$ cat config.mk
export PLATFORM = sky130hd
export DESIGN_NAME = gate_sweep_flat
export DESIGN_NICKNAME = d
export VERILOG_FILES = /design/src/rtl/gate_sweep_pkg.sv /design/src/rtl/gate_sweep_if.sv /design/src/rtl/gate_sweep_timer.sv /design/src/rtl/gate_sweep.sv /design/src/flat_wrapper.sv
export SDC_FILE = /design/constraint.sdc
export NUM_CORES = 1
export LEC_CHECK = 0
export ABC_CLOCK_PERIOD_IN_PS = 3550
export CAP_MARGIN = 20
export CORE_ASPECT_RATIO = 1.1
export CORE_MARGIN = 2
export CORE_UTILIZATION = 49
export CTS_CLUSTER_SIZE = 10
export DETAILED_ROUTE_END_ITERATION = 6
export DONT_BUFFER_PORTS = 1
export PLACE_DENSITY = 0.68
export SLEW_MARGIN = 0
export SYNTH_ARGS = -nofsm -noshare
export SYNTH_HDL_FRONTEND = slang
export SYNTH_SLANG_ARGS = --single-unit
$ cat constraint.sdc
create_clock -name clk -period 3.55 [get_ports clk]
set_input_delay 0.355 -clock clk [delete_from_list [all_inputs] [get_ports clk]]
set_output_delay 0.355 -clock clk [all_outputs]
set_load 0.05 [all_outputs]
$ cat src/rtl/gate_sweep_pkg.sv
// Shared types and truth-table constants for the gate sweep checker.
package gate_sweep_pkg;

  typedef enum logic [1:0] {
    IDLE   = 2'd0,
    WAIT   = 2'd1,
    SAMPLE = 2'd2,
    DONE   = 2'd3
  } state_t;

  // Bit i is the gate output for input vector {a,b} = i.
  localparam logic [3:0] TT_NAND = 4'b0111;
  localparam logic [3:0] TT_AND  = 4'b1000;
  localparam logic [3:0] TT_OR   = 4'b1110;
  localparam logic [3:0] TT_XOR  = 4'b0110;

endpackage

$ cat src/rtl/gate_sweep_if.sv
// Bundle between the sweep engine and its environment (control, gate pins, results).
interface gate_sweep_if;

  logic       start;
  logic       dut_out;
  logic       a;
  logic       b;
  logic       busy;
  logic       done;
  logic       pass;
  logic [3:0] table_obs;
  logic [3:0] mismatch;

  // master: the sweep engine, which drives the gate inputs and reports results
  modport master (
    input  start, dut_out,
    output a, b, busy, done, pass, table_obs, mismatch
  );

  modport slave (
    output start, dut_out,
    input  a, b, busy, done, pass, table_obs, mismatch
  );

endinterface

$ cat src/rtl/gate_sweep_timer.sv
// Settle counter: counts enabled cycles since the last clear; expired_o flags the last settle cycle.
module gate_sweep_timer #(
  parameter int unsigned SETTLE = 1
) (
  input  logic clk,
  input  logic rst,
  input  logic clr_i,
  input  logic en_i,
  output logic expired_o
);

  localparam int unsigned CW = $clog2(SETTLE + 1);

  logic [CW-1:0] cnt_q, cnt_d;

  always_comb begin
    cnt_d = cnt_q;
    if (clr_i) begin
      cnt_d = '0;
    end else if (en_i) begin
      cnt_d = cnt_q + CW'(1);
    end
  end

  always_ff @(posedge clk or posedge rst) begin
    if (rst) begin
      cnt_q <= '0;
    end else begin
      cnt_q <= cnt_d;
    end
  end

  assign expired_o = (cnt_q == CW'(SETTLE - 1));

endmodule

$ cat src/rtl/gate_sweep.sv
// Clocked sweep of a 2-input gate through all four input vectors, capturing and
// checking its truth table against EXPECTED.
module gate_sweep
  import gate_sweep_pkg::*;
#(
  parameter logic [3:0]  EXPECTED = TT_NAND,
  parameter int unsigned SETTLE   = 1
) (
  input logic          clk,
  input logic          rst,
  gate_sweep_if.master bus
);

  state_t     state_q, state_d;
  logic [1:0] idx_q, idx_d;
  logic       a_q, a_d;
  logic       b_q, b_d;
  logic       busy_q, busy_d;
  logic       done_q, done_d;
  logic       pass_q, pass_d;
  logic [3:0] tbl_q, tbl_d;
  logic [3:0] mism_q, mism_d;

  logic tmr_clr, tmr_en, tmr_expired;

  gate_sweep_timer #(.SETTLE(SETTLE)) u_timer (
    .clk       (clk),
    .rst       (rst),
    .clr_i     (tmr_clr),
    .en_i      (tmr_en),
    .expired_o (tmr_expired)
  );

  always_comb begin
    state_d = state_q;
    idx_d   = idx_q;
    a_d     = a_q;
    b_d     = b_q;
    busy_d  = busy_q;
    done_d  = 1'b0;
    pass_d  = pass_q;
    tbl_d   = tbl_q;
    mism_d  = mism_q;
    tmr_clr = 1'b0;
    tmr_en  = 1'b0;

    case (state_q)
      IDLE: begin
        if (bus.start) begin
          state_d = WAIT;
          idx_d   = 2'd0;
          a_d     = 1'b0;
          b_d     = 1'b0;
          busy_d  = 1'b1;
          tbl_d   = 4'b0000;
          mism_d  = 4'b0000;
          pass_d  = 1'b0;
          tmr_clr = 1'b1;
        end
      end
      WAIT: begin
        tmr_en = 1'b1;
        if (tmr_expired) begin
          state_d = SAMPLE;
        end
      end
      SAMPLE: begin
        tbl_d[idx_q] = bus.dut_out;
        tmr_clr      = 1'b1;
        if (idx_q != 2'd3) begin
          idx_d   = idx_q + 2'd1;
          a_d     = idx_d[1];
          b_d     = idx_d[0];
          state_d = WAIT;
        end else begin
          // Verdict must include the bit captured on this very edge.
          state_d = DONE;
          a_d     = 1'b0;
          b_d     = 1'b0;
          busy_d  = 1'b0;
          done_d  = 1'b1;
          mism_d  = tbl_d ^ EXPECTED;
          pass_d  = (tbl_d == EXPECTED);
        end
      end
      DONE: begin
        state_d = IDLE;
      end
      default: begin
        state_d = IDLE;
      end
    endcase
  end

  always_ff @(posedge clk or posedge rst) begin
    if (rst) begin
      state_q <= IDLE;
      idx_q   <= 2'd0;
      a_q     <= 1'b0;
      b_q     <= 1'b0;
      busy_q  <= 1'b0;
      done_q  <= 1'b0;
      pass_q  <= 1'b0;
      tbl_q   <= 4'b0000;
      mism_q  <= 4'b0000;
    end else begin
      state_q <= state_d;
      idx_q   <= idx_d;
      a_q     <= a_d;
      b_q     <= b_d;
      busy_q  <= busy_d;
      done_q  <= done_d;
      pass_q  <= pass_d;
      tbl_q   <= tbl_d;
      mism_q  <= mism_d;
    end
  end

  assign bus.a         = a_q;
  assign bus.b         = b_q;
  assign bus.busy      = busy_q;
  assign bus.done      = done_q;
  assign bus.pass      = pass_q;
  assign bus.table_obs = tbl_q;
  assign bus.mismatch  = mism_q;

endmodule

$ cat src/flat_wrapper.sv
// flat-port wrapper written by rule: the top's interface ports become plain ports
module gate_sweep_flat import gate_sweep_pkg::*;
#(
  parameter logic [3:0]  EXPECTED = TT_NAND,
  parameter int unsigned SETTLE   = 1
)
  (clk, rst, bus_start, bus_dut_out, bus_a, bus_b, bus_busy, bus_done, bus_pass, bus_table_obs, bus_mismatch);
  gate_sweep_if bus_i ();
  input logic clk;
  input logic rst;
  input wire logic [$bits(bus_i.start)-1:0] bus_start;
  input wire logic [$bits(bus_i.dut_out)-1:0] bus_dut_out;
  output wire logic [$bits(bus_i.a)-1:0] bus_a;
  output wire logic [$bits(bus_i.b)-1:0] bus_b;
  output wire logic [$bits(bus_i.busy)-1:0] bus_busy;
  output wire logic [$bits(bus_i.done)-1:0] bus_done;
  output wire logic [$bits(bus_i.pass)-1:0] bus_pass;
  output wire logic [$bits(bus_i.table_obs)-1:0] bus_table_obs;
  output wire logic [$bits(bus_i.mismatch)-1:0] bus_mismatch;
  assign bus_i.start = bus_start;
  assign bus_i.dut_out = bus_dut_out;
  assign bus_a = bus_i.a;
  assign bus_b = bus_i.b;
  assign bus_busy = bus_i.busy;
  assign bus_done = bus_i.done;
  assign bus_pass = bus_i.pass;
  assign bus_table_obs = bus_i.table_obs;
  assign bus_mismatch = bus_i.mismatch;
  gate_sweep #(.EXPECTED(EXPECTED), .SETTLE(SETTLE)) u_core (.clk(clk), .rst(rst), .bus(bus_i));
endmodule
# ---- Word level (Yosys, flattened, before mapping)
# Index checks and enable logic that the tools add are counted.
# W data, S select, Z words.
dict set report classes {
  eq_ne 9
  bitwise_logic 1
  n_reduce_logical 8
  n_addsub 2
  order_cmp 2
  muxes 31
}
# cell count
set op_table {}
lappend op_table {{$pmux W4 S2} 2}
lappend op_table {{$mux W1} 13}
lappend op_table {{$mux W2} 5}
lappend op_table {{$pmux W1 S2} 5}
lappend op_table {{$mux W4} 2}
lappend op_table {{$ne A2 B2 Y1 const B} 4}
lappend op_table {{$pmux W2 S4} 1}
lappend op_table {{$reduce_and A3 Y1} 2}
lappend op_table {{$bwmux W4} 1}
lappend op_table {{$eq A2 B2 Y1 const B} 2}
lappend op_table {{$eq A4 B3 Y1 const B} 1}
lappend op_table {{$pmux W2 S2} 1}
lappend op_table {{$reduce_and A2 Y1} 2}
lappend op_table {{$reduce_bool A2 Y1} 2}
lappend op_table {{$lt A2 B3 Y1 const B} 1}
lappend op_table {{$not A3 Y3} 1}
lappend op_table {{$add A2 B1 Y2 const B} 1}
lappend op_table {{$demux W1 S2} 1}
lappend op_table {{$eq A2 B1 Y1 const B} 1}
lappend op_table {{$ge A2 B1 Y1 const B} 1}
lappend op_table {{$logic_not A2 Y1} 1}
lappend op_table {{$ne A2 B1 Y1 const B} 1}
lappend op_table {{$add A1 B1 Y1 const B} 1}
lappend op_table {{$logic_and A1 B1 Y1} 1}
dict set report totals {
  elab_cells 63
  register_bits 18
  in_bits 4
  out_inout_bits 13
}

# ---- Depth between registers and ports, before layout
dict set report logic_depth {
  word_depth 8
  mapped_depth 5
  ltp_nobuf 5
}

# ---- Modules after synthesis
# A second synthesis with hierarchy kept.
dict set report hier_totals {
  hier_cells 80
  hier_area_um2 887.1
}
# module seq_area_each_um2 area_each_um2 cells_per_inst n_inst
set by_module_without_submodules {}
lappend by_module_without_submodules {gate_sweep 425.4 842.1 75 1}
lappend by_module_without_submodules {gate_sweep_timer 25.0 45.0 5 1}

# ---- Least setup slack after synthesis
# Ideal clock, no wire load.
dict set report synth_timing {
  path_kind {register to register}
  from {register u_core.idx_q[0]}
  to {register u_core.mism_q[0], in the netlist u_core.bus.mismatch[0]}
  required_ns 3.425
  period_less_slack_ns 1.421
  t_arrival_ns 1.296
  setup_ns 0.125
  setup_slack_ns 2.129
  path_stages_with_launch 6
  path_buffers 1
  path_cell_list {dfrtp_1 -> ha_1 -> buf_2 -> mux2i_4 -> nor2_2 -> mux2_4}
}
dict set report synth_between {
  elab_chain_cells 8
  word_cells_on_any_way 12
  classes_between {order compare: 2; eq/ne: 2; mux: 5; bitwise: 1; reduce/logical: 2}
}
# element line_no
set synth_lines {}
lappend synth_lines {{start: declaration} gate_sweep.sv:15} ;# logic [1:0] idx_q, idx_d;
lappend synth_lines {{start signal: assignment} gate_sweep.sv:108} ;# idx_q <= idx_d;
lappend synth_lines {{$lt A2 B3 Y1 (implied by the code) / $ge A2 B1 Y1 (equally long branches)} gate_sweep.sv:68} ;# tbl_d[idx_q] = bus.dut_out;
lappend synth_lines {{$logic_and A1 B1 Y1 (implied by the code)} gate_sweep.sv:68}
lappend synth_lines {{$mux W1 (implied by the code)} gate_sweep.sv:68}
lappend synth_lines {{$demux W1 S2} n/a}
lappend synth_lines {{$bwmux W4} gate_sweep.sv:68}
lappend synth_lines {{$not A3 Y3 (no source line)} n/a}
lappend synth_lines {{$mux W4} gate_sweep.sv:70} ;# if (idx_q != 2'd3) begin
lappend synth_lines {{$pmux W4 S2} gate_sweep.sv:47} ;# case (state_q)
lappend synth_lines {{end signal: assignment} gate_sweep.sv:115} ;# mism_q <= mism_d;
lappend synth_lines {{end: declaration} gate_sweep.sv:22} ;# logic [3:0] mism_q, mism_d;
# Several ways; a longest one is shown, not always the timed one. The select of a mux whose other input is x is not followed.
# A chain may end at the register's enable or synchronous reset.

# ---- Worst setup path after layout
dict set report layout_timing {
  from {register u_core.state_q[1]}
  to {register u_core.mism_q[1], in the netlist u_core.bus.mismatch[1]}
}
dict set report layout_between {
  elab_chain_cells 3
  word_cells_on_any_way 7
  classes_between {eq/ne: 3; mux: 1; reduce/logical: 3}
}
# element line_no
set layout_lines {}
lappend layout_lines {{start: declaration} gate_sweep.sv:14} ;# state_t state_q, state_d;
lappend layout_lines {{start signal: assignment} gate_sweep.sv:107} ;# state_q <= state_d;
lappend layout_lines {{$eq A2 B2 Y1 / $logic_not A2 Y1 (equally long branches)} gate_sweep.sv:47}
lappend layout_lines {{$ne A2 B2 Y1 (no source line) / $reduce_bool A2 Y1 (equally long branches)} n/a}
lappend layout_lines {{$reduce_and A3 Y1 (no source line)} n/a}
# Several ways; a longest one is shown, not always the timed one.

==> impl_metrics.csv <==
group,metric,value,unit
outcome,status,"completed",
clock_network,post-cts-setup-buffers,0,
hold_path,holdCritPathClass,"in2async",
logic_synthesis,yosysUniqueCellTypes,31,
grt,grtUsageTotal,0.1559,
floorplan,ios,17,
place,portBuffers,0,
power_and_ir_drop,swShare,0.4795,
place,dpl.cell_count,94,
clock_network,ctsResizeCount,0,
clock_network,postCtsHoldBufs,0,
floorplan,start_util,0.5170,
floorplan,die_area,2220,µm²
logic_synthesis,synth_top_area_share,0.4945,
floorplan,die_w,45.11,µm
worst_setup_path,critical_path.max_fanout,17,
floorplan,num_rows,16,
power_and_ir_drop,vdd_drop_max,0.3921,mV
floorplan,core-area,1762,µm²
timing,worstMarginPinSlew,648.0,ps
timing,slew_headroom,0.5675,
route,ant_nets,0,
finish,layout.nets,89,
finish,utilization,0.5249,
timing,fin_skew,4.276,ps
logic_synthesis,yosysSeqAreaShare,0.4945,
place,gp_congestion,0.7796,
grt,gr-total-overflow,0,
clock_network,cts-htree-levels,1,
finish,antennaDiodeCount,0,
flow_run,cap_violations,0,
power_and_ir_drop,power_density,884.8,nW/µm²
clock_network,path_clk_slew,90,ps
timing,rsz0062_at_grt,"false",
worst_setup_path,cp.required,3730,ps
grt,grt_max_degree,19,
power_and_ir_drop,seqPwrFrac,0.587,
logic_synthesis,synth_fp_nets,88,
timing,finalMaxSlewViolations,0,
logic_synthesis,synth_seq_cells,18,
power_and_ir_drop,p_leak,0.4436,nW
logic_synthesis,synth_area_leaders,"dfrtp_1 49%, a22o_1 5.8%, ha_1 5.5%",
clock_network,cts.sinks,18,
logic_synthesis,mappedNetlistArea,910.9,µm²
worst_setup_path,crit_path_start_kind,"flip-flop",
place,pre_cts_ws,1955,ps
floorplan,die_h,49.22,µm
timing,fin_ws,1910,ps
route,route.vias.total,600,
power_and_ir_drop,p_int,0.4258,mW
finish,final_cell_mix,"18 x dfrtp_1, 6 x o21ai_1, 6 x a22o_1, 5 x nand2_1, 5 x inv_1",
finish,drive_above_1_share,0.1266,
logic_synthesis,yosys_warnings,0,
finish,fill_cells,160,
route,routedWlPerCell,16.77,µm
route,dr.pass1.iters,4,
worst_setup_path,crit_arrival,1820,ps
route,vias_per_cell,6.186,
power_and_ir_drop,comb_power_share,0.295,
clock_network,cts_buffer_depth,2,
grt,first_global_vias,573,
grt,antenna_found_initial,0,
finish,final_common_cell,"dfrtp_1",
clock_network,cts_tree,"built",
grt,grt_pass1_wl,2580,µm
worst_setup_path,worstSetupEndpointType,"flip-flop",
timing,fmax,609.9,MHz
finish,fin_cells,97,
timing,period_needed,1640,ps
timing,final-hold-violation-count,0,
timing,finalSetupViolCount,0,
route,drt_iter0_drc,11,
timing,fin_tns_setup,0,ps
route,drc_errors,0,
logic_synthesis,syn_inst,80,
clock_network,cts_made_buffers,3,
logic_synthesis,synth_top_area_cell,"dfrtp_1",
worst_setup_path,critPathKind,"reg2reg",
clock_network,clk_latency,290,ps
logic_synthesis,syn_area_per_cell,11.39,µm²
clock_network,cts-root-buf,"clkbuf_4",
power_and_ir_drop,clockPowerShare,0.118,
finish,syn2layout_area_growth,1.511,%
route,drt-total-wl,1627,µm
power_and_ir_drop,p_sw,0.3923,mW
timing,fin_crit_sh,0.4619,
place,dp_hpwl,1141,µm
==> routing by layer <==
layer / wire length (µm) / track usage / up-vias
met5: 0 / 0 / -
met3: 59 / 0.03704 / 4
met4: 24 / 0.08824 / 0
met1: 774 / 0.1949 / 294
met2: 768 / 0.2381 / 14
li1: - / - / 288
==> cell type report <==
cell class	count	area [µm²]	share of cell area
Clock buffer	3	22.52	0.02436
Sequential cell	18	450.4	0.4871
Tap cell	18	22.52	0.02436
Inverter	6	22.52	0.02436
Multi-Input combinational cell	52	406.6	0.4398
==> cell families after synthesis <==
kind of cell | share of synthesized area
adders and majority gates | 0.05495
xor gates and xnor gates | 0.009617
muxes | 0.08104
AOI/OAI and AO/OA | 0.1882
buffers and inverters | 0.05905
DFF | 0.4945
and+or+nand+nor | 0.1126
==> synth_stat cells, drive strengths merged <==
| cell | n |
|---|---|
| a22o | 6 |
| nand3b | 2 |
| a211oi | 2 |
| nor2 | 2 |
| or4b | 1 |
| clkbuf | 1 |
| xor2 | 1 |
| o21bai | 1 |
| nor2b | 3 |
| a21o | 2 |
| buf | 3 |
| nand3 | 1 |
| mux2 | 3 |
| mux2i | 2 |
| ha | 4 |
| nand2b | 1 |
| nand4 | 2 |
| nand2 | 5 |
| o21ai | 8 |
| a32o | 1 |
| a21oi | 1 |
| dfrtp | 18 |
| o31ai | 3 |
| inv | 6 |
| or3 | 1 |
==> registers in the layout, summed over array words and instances, names as in the netlist <==
register              cells
u_core.bus.a              1
u_core.bus.b              1
u_core.bus.busy           1
u_core.bus.done           1
u_core.bus.mismatch       4
u_core.bus.pass           1
u_core.bus.table_obs      4
u_core.idx_q              2
u_core.state_q            2
u_core.u_timer.cnt_q      1
==> per-stage QoR <==
step	cell area (µm²)	total power [mW]	hold WS, ps
final	924.6	0.8182	33.69
after global placement	902.1	0.7157	366.3
after floorplan	910.9	0.6899	293.6
after global routing	924.6	0.8711	81.00
after detailed placement	902.1	0.7221	374.6
after CTS	924.6	0.8213	52.65
==> worst max-delay path: stages, from the launching register on <==
cell and delay [ps]:
dfrtp_1 760, mux2i_4 390, nor2_2 80, mux2_4 310
==> path summary, 6_finish.rpt <==
check                      depth (start not counted)                              from                             endpoint  slack (ps)
setup / recovery                                   3     u_core.state_q[1]$_DFFE_PP0P_   u_core.bus.mismatch[1]$_DFFE_PP0P_        1910
max in group asynchronous                          1                               rst             u_core.bus.a$_DFFE_PP0P_        3100
min in group clk                                   1                       bus_dut_out          u_core.bus.pass$_DFFE_PP0P_         160
hold / removal                                     1                               rst  u_core.bus.table_obs[2]$_DFFE_PP0P_          30
hold reg to reg                                    1  u_core.u_timer.cnt_q$_DFFE_PP0P_        u_core.state_q[1]$_DFFE_PP0P_         520
setup reg to reg                                   3     u_core.state_q[1]$_DFFE_PP0P_   u_core.bus.mismatch[1]$_DFFE_PP0P_        1910
==> power by group through the flow <==
stage | clock network (mW) | logic, mW | registers [mW]
after detailed placement | 0 | 0.238 | 0.484
after global routing | 0.109 | 0.269 | 0.493
after CTS | 0.101 | 0.241 | 0.480
after floorplan | 0 | 0.253 | 0.437
after global placement | 0 | 0.233 | 0.482
final | 0.0966 | 0.241 | 0.480
Power figures use the tool's default switching activity.
